<file path="config.mk">
export PLATFORM = sky130hd
export DESIGN_NAME = field_select_fsm
export DESIGN_NICKNAME = d
export VERILOG_FILES = /design/src/rtl/field_select_fsm.sv
export SDC_FILE = /design/constraint.sdc
export NUM_CORES = 1
export LEC_CHECK = 0
export CAP_MARGIN = 15
export CORE_AREA = 2 2 39 41
export CTS_CLUSTER_DIAMETER = 100
export DETAILED_ROUTE_END_ITERATION = 10
export DIE_AREA = 0 0 41 43
export GPL_ROUTABILITY_DRIVEN = 0
export PLACE_DENSITY = 0.58
export SLEW_MARGIN = 40
export SYNTH_ARGS = -nofsm -noshare
export SYNTH_HDL_FRONTEND = slang
export SYNTH_SLANG_ARGS = --single-unit
</file>
<file path="constraint.sdc">
create_clock -name clk -period 5 [get_ports clk]
set_clock_uncertainty 0.15 [all_clocks]
set_input_delay 0.75 -clock clk [delete_from_list [all_inputs] [get_ports clk]]
set_output_delay 0.75 -clock clk [all_outputs]
set_load 0.005 [all_outputs]
</file>
<file path="src/rtl/field_select_fsm.sv">
// Adjust-mode controller: center toggles ADJUST, left/right walk a one-hot field enable with wrap.
// Optional inactivity auto-exit is built when FIELD_TIMEOUT_EN is defined.
module field_select_fsm #(
  parameter int NUM_FIELDS     = 4,
  parameter int START_FIELD    = 0,
  parameter int TIMEOUT_CYCLES = 1000
) (
  input  logic                          clk,
  input  logic                          rst,
  input  logic                          left,
  input  logic                          right,
  input  logic                          center,
  output logic                          adjust,
  output logic [NUM_FIELDS-1:0]         en,
  output logic [$clog2(NUM_FIELDS)-1:0] sel,
  output logic                          exit_pulse
);
  localparam int SW = $clog2(NUM_FIELDS);
  localparam logic [SW-1:0] START_SEL = SW'(START_FIELD);
  localparam logic [SW-1:0] LAST_SEL  = SW'(NUM_FIELDS - 1);

  typedef enum logic {IDLE = 1'b0, ADJUST = 1'b1} state_t;

  state_t                state_q, state_d;
  logic [SW-1:0]         sel_q, sel_d;
  logic [NUM_FIELDS-1:0] en_q, en_d;
  logic                  exit_q, exit_d;

`ifdef FIELD_TIMEOUT_EN
  localparam int CW = $clog2(TIMEOUT_CYCLES + 1);
  logic [CW-1:0] cnt_q, cnt_d;
`endif

  always_comb begin
    state_d = state_q;
    sel_d   = sel_q;
    exit_d  = 1'b0;
`ifdef FIELD_TIMEOUT_EN
    cnt_d   = cnt_q;
`endif
    case (state_q)
      IDLE: begin
        if (center) begin
          state_d = ADJUST;
          sel_d   = START_SEL;
`ifdef FIELD_TIMEOUT_EN
          cnt_d   = '0;
`endif
        end
      end
      ADJUST: begin
        if (center) begin
          state_d = IDLE;
          exit_d  = 1'b1;
        end else if (left || right) begin
          // both pressed counts as activity but moves nothing
          if (right && !left)
            sel_d = (sel_q == LAST_SEL) ? '0 : sel_q + SW'(1);
          else if (left && !right)
            sel_d = (sel_q == '0) ? LAST_SEL : sel_q - SW'(1);
`ifdef FIELD_TIMEOUT_EN
          cnt_d = '0;
`endif
        end
`ifdef FIELD_TIMEOUT_EN
        else if (cnt_q == CW'(TIMEOUT_CYCLES - 1)) begin
          state_d = IDLE;
          exit_d  = 1'b1;
        end else begin
          cnt_d = cnt_q + CW'(1);
        end
`endif
      end
      default: state_d = IDLE;
    endcase
  end

  // per-field enable decode of the next state, so en is a plain register
  for (genvar i = 0; i < NUM_FIELDS; i++) begin : g_en
    assign en_d[i] = (state_d == ADJUST) && (sel_d == SW'(i));
  end

  always_ff @(posedge clk) begin
    if (rst) begin
      state_q <= IDLE;
      sel_q   <= START_SEL;
      en_q    <= '0;
      exit_q  <= 1'b0;
`ifdef FIELD_TIMEOUT_EN
      cnt_q   <= '0;
`endif
    end else begin
      state_q <= state_d;
      sel_q   <= sel_d;
      en_q    <= en_d;
      exit_q  <= exit_d;
`ifdef FIELD_TIMEOUT_EN
      cnt_q   <= cnt_d;
`endif
    end
  end

  assign adjust     = (state_q == ADJUST);
  assign en         = en_q;
  assign sel        = sel_q;
  assign exit_pulse = exit_q;
endmodule

</file>
==> flow_summary.toml, run 1 <==
[placement]
placement.io_buffers = 12
dpl.hpwl_um = 660

[route]
wl_per_cell_um = 11.2
met2_length_um = 368
dr_wl_met3_um = 68
antenna_left = 0
maxUsedRoutingLayer = "met4"
drt_pass1_iterations = 4
met1_length_um = 402
drc_errors = 0
viasPerCell = 5.11
routed_wl_um = 854
drtIter0Drc = 8
vias = 388

[clock_network]
clk_path_buf_depth = 2
clk_pin_slew_ns = 0.05
cts_resized = 0
root_buffer = "clkbuf_4"
htreeDepth = 1
clk_latency_ns = 0.24
cts_tree = "built"
cts_made_buffers = 3
clkSinkCount = 8
postCtsSetupRepairBufs = 0
cts_hold_buffers = 0

[critical_path]
reg2reg_depth = 5
critPathLaunchType = "input port"
required_ns = 5.04
cp_cell_sequence = "clkdlybuf4s50_1 > or3b_4 > and3_4 > a2111oi_4 > o31a_1"
end_kind = "flop"
r2r_end = "en[3]"
cpPeakStageDelay_ns = 0.53
critPathSlowestCell = "clkdlybuf4s50_1"
reg2reg_from = "sel[0]"
path_class = "in2reg"
r2r_slack_ns = 3.20
path_max_fanout = 6
cp.arrival_ns = 2.32

[sta]
drv_slew = 0
rsz0062_at_grt = "false"
final-setup-viol-count = 0
fin_hold_ws_ns = 0.443
finalCritPeriodShare = 0.456
finalCriticalPeriod_ns = 2.28
tightest_slew_ns = 0.275
hold_violations = 0
setup-tns-final_ns = 0
fmax_mhz = 439
slew_headroom = 0.816

[die]
start_util = 0.312
fp.dieH_um = 43
core-area_um2 = 1380
die_w_um = 41
rows = 14
die_area_um2 = 1760
boundaryPins = 13

[pwr]
power_frac_comb = 0.163
ir_worst_vdd_v = 0.0000529
internal_power_uw = 105
p_clk_frac = 0.346
leakage_uw = 0.000214
switching_share = 0.234
switching_power_uw = 32.2
power.density_nw_per_um2 = 232
seq_power_share = 0.492

[hold_path]
whs_endpoint = "exit_pulse"
min_path_cells = 1
min_from = "adjust"
holdCritPathClass = "reg2reg"

[grt]
antenna_found_initial = 0
grt_first_pass_wirelength_mm = 1.29
grt_pass1_vias = 321
grt_overflow = 0
grt_max_degree = 10
globalRouteTotalUtil = 0.109

[synthesis]
syn_avg_cell_area_um2 = 9.59
synth_nets = 52
ys_seq_area_frac = 0.371
yosysWarnings = 0
ys_ff_latch = 8
yosysTopAreaCellShare = 0.371
syn_area_um2 = 432
synth_area_leaders = "dfxtp_1 37%, a2111oi_4 6.4%, nor2_1 6.1%"
synth_cell_type_count = 25
synth_top_area_cell = "dfxtp_1"
synth_cells = 45

[cells_and_area]
diodes = 0
drive_gt1_frac = 0.133
fillers = 154
synthToLayoutAreaGrowth_pct = 37.7
fin_nets = 69

[run_status]
outcome = "finished, final reports clean"

[job]
cap_violations = 0
-- state kept, by name (all words and copies together), names as in the netlist --
signal,cells
exit_pulse,1
en,4
sel,2
adjust,1
-- per-stage QoR --
stage                     utilization  total power (uW)  instances  setup slack, ns  cell area (um2)
after floorplan                     -              80.4         45             3.06              432
after global placement          0.413              91.6         73             2.50              572
after detailed placement        0.413              91.3         73             2.49              572
after CTS                       0.429               140         76             2.74              594
after global routing            0.429               144         76             2.64              594
final                           0.429               138         76             2.72              594
-- synthesized netlist by cell type (all sizes together) --
| master | count |
|---|---|
| and2 | 1 |
| o211ai | 2 |
| o2111ai | 1 |
| o21ai | 1 |
| nor3b | 1 |
| ha | 2 |
| nor2b | 1 |
| nand2b | 3 |
| or3b | 1 |
| nand4b | 1 |
| nand3 | 1 |
| o31a | 1 |
| nor2 | 7 |
| a311oi | 1 |
| o22a | 1 |
| or2b | 1 |
| o32a | 1 |
| dfxtp | 8 |
| a21oi | 2 |
| inv | 3 |
| a2111oi | 1 |
| o21a | 1 |
| and3 | 3 |
-- worst max-delay path: cells and delay by family --
kind                   cells  cell delay (ns)
AO/OA/AOI/OAI              2             0.43
AND/OR/NAND/NOR            2             0.61
buffers and inverters      1             0.53
-- how the worst max path moves through the flow --
stage	startpoint	end	slack [ns]	depth (start not counted)
finish	right	sel[0]	2.72	5
global route	right	sel[0]	2.64	5
CTS	right	sel[0]	2.74	5
detailed placement	right	sel[0]	2.49	5
global placement	right	sel[0]	2.50	5
floorplan	left	sel[0]	3.06	4
-- logic make-up after synthesis --
family / share of synthesized area
buffers and inverters: 0.0261
and+or+nand+nor: 0.290
AOI/OAI and AO/OA: 0.255
adders and majority gates: 0.0580
DFF: 0.371
-- power groups by stage --
stage	registers [uW]	clock network, uW	logic [uW]
after detailed placement	69.1	0	22.2
after floorplan	68.9	0	11.5
after CTS	67.7	49.4	22.4
after global routing	68.0	51.2	24.7
after global placement	69.2	0	22.4
final	67.7	47.6	22.4
-- final cells by class --
class / count / area (um2) / share of cell area
Timing Repair Buffer: 12 / 120 / 0.202
Clock buffer: 3 / 22.5 / 0.0379
Tap cell: 16 / 20.0 / 0.0337
Inverter: 3 / 11.3 / 0.0189
Sequential cell: 8 / 160 / 0.269
Multi-Input combinational cell: 34 / 260 / 0.438
-- cell usage in the layout, fill, tap and decap left out --
| master | Yosys | final |
|---|---|---|
| o31a_1 | 1 | 1 |
| clkdlybuf4s50_1 | 0 | 12 |
| or2b_1 | 1 | 1 |
| and3_4 | 1 | 1 |
| o21a_1 | 1 | 1 |
| dfxtp_1 | 8 | 8 |
| inv_1 | 3 | 3 |
| nand2b_1 | 2 | 2 |
| nand2b_2 | 1 | 1 |
| nand3_1 | 1 | 1 |
| and3_1 | 2 | 2 |
| o32a_1 | 1 | 1 |
| clkbuf_4 | 0 | 3 |
| ha_1 | 2 | 2 |
| o211ai_1 | 2 | 2 |
| a311oi_1 | 1 | 1 |
| o22a_1 | 1 | 1 |
| or3b_4 | 1 | 1 |
| nand4b_1 | 1 | 1 |
| nor2_1 | 7 | 7 |
| o21ai_1 | 1 | 1 |
| nor2b_1 | 1 | 1 |
| and2_2 | 1 | 1 |
| o2111ai_1 | 1 | 1 |
| a2111oi_4 | 1 | 1 |
| nor3b_1 | 1 | 1 |
| a21oi_1 | 2 | 2 |
-- per-layer routing --
layer  track usage  vias up
met1         0.167      170
met4        0.0800        0
met2         0.131       19
met5             0        -
met3        0.0157        2
li1              -      197
No activity file was read; power rests on OpenSTA's default activity.
==> run 2, diff against run 1 <==
Settings changed: PLACE_DENSITY 0.58 to 0.6.
Clock period 5 ns to 2.05 ns, I/O delays scaled along.
==> flow_summary.toml, run 2 (same netlist as run 1, synthesis figures left out) <==
[die]
die_w_um = 41
rows = 14
start_util = 0.312
fp.dieH_um = 43
core-area_um2 = 1380
die_area_um2 = 1760
boundaryPins = 13

[route]
wl_per_cell_um = 10.7
viasPerCell = 4.90
drtIter0Drc = 9
routed_wl_um = 849
vias = 387
antenna_left = 0
drt_pass1_iterations = 4
drc_errors = 0

[cells_and_area]
final_common_cell = "clkdlybuf4s50_1"
fin_util = 0.446
synthToLayoutAreaGrowth_pct = 42.9
largest_register_ffs = 4
diodes = 0
drive_gt1_frac = 0.175
fin_nets = 72
layout_common_cells = "12 x clkdlybuf4s50_1, 8 x dfxtp_1, 7 x nor2_1"
fillers = 143

[clock_network]
root_buffer = "clkbuf_4"
htreeDepth = 1
cts_hold_buffers = 0
postCtsSetupRepairBufs = 0
clkSinkCount = 8
cts_made_buffers = 3
clk_pin_slew_ns = 0.05
clk_path_buf_depth = 2
cts_tree = "built"
clk_latency_ns = 0.24
cts_resized = 0

[critical_path]
required_ns = 2.09
reg2reg_from = "sel[0]"
reg2reg_depth = 5
path_class = "in2reg"
path_max_fanout = 6
worst-path-stages = 5
cp_num_buf_inv = 1
startpoint = "left"
cp_top_family = "simple AND/OR/NAND/NOR gates"
cp.arrival_ns = 1.86
critPathLaunchType = "input port"
cpPeakStageDelay_ns = 0.48
end_kind = "flop"
cp_cell_sequence = "clkdlybuf4s50_1 > or3b_4 > and3_4 > a2111oi_4 > o31a_1"
critPathSlowestCell = "clkdlybuf4s50_1"

[sta]
fmax_mhz = 549
hold_violations = 0
finalCritPeriodShare = 0.889
tightest_slew_ns = 0.270
rsz0062_at_grt = "false"
drv_slew = 0
final-setup-viol-count = 0
finalCriticalPeriod_ns = 1.82
fin_hold_ws_ns = 0.443
slew_headroom = 0.819

[grt]
grt_max_degree = 10
grt_first_pass_wirelength_mm = 1.35
grt_pass1_vias = 329
antenna_found_initial = 0
grt_overflow = 0
globalRouteTotalUtil = 0.112

[run_status]
outcome = "finished, final reports clean"

[placement]
placement.io_buffers = 12
dpl.hpwl_um = 683

[pwr]
power.density_nw_per_um2 = 546
leakage_uw = 0.000228
ir_worst_vdd_v = 0.000254

[hold_path]
min_path_cells = 1
min_from = "adjust"
holdCritPathClass = "reg2reg"

[job]
cap_violations = 0
run 2: layout make-up:
class,count,area (um2),share of cell area
clock buffer,3,22.5,0.0365
inverter,3,11.3,0.0183
multi-input combinational,34,260,0.422
sequential,8,160,0.260
tap,16,20.0,0.0325
timing repair buffer,15,143,0.231
run 2: worst paths after layout:
check	slack [ns]	end
max	0.23	sel[0]
min	0.44	exit_pulse
max reg2reg	0.25	en[2]
min reg2reg	0.44	exit_pulse
run 2: routing by layer:
metal  global-route usage  routed length [um]  vias to the layer above
met2                0.144                 350                       14
met4               0.0200                   0                        0
met3               0.0471                  63                        0
li1                     -                   -                      205
met1                0.172                 434                      168
met5                    0                   0                        -
run 2: metrics by stage:
step,setup WS (ns),setup TNS [ns],cell area [um2],instances,power (uW)
finish,0.227,0,617,79,337
global route,0.150,0,617,79,361
CTS,0.224,0,617,79,342
detailed placement,-0.0195,-0.0195,594,76,227
global placement,0.00796,0,594,76,227
floorplan,0.354,0,432,45,196
run 2: power breakdown:
part,leakage (uW),switching (uW),internal [uW]
registers,0.0000651,4.69,161
clock network,0.0000138,46.3,66.5
logic,0.000149,25.0,33.7
total,0.000228,75.9,261
==> run 3, diff against run 2 <==
Settings changed: TNS_END_PERCENT from default to 20.
==> results of run 3 <==
Final layout, timing and power as in run 2 (identical DEF).
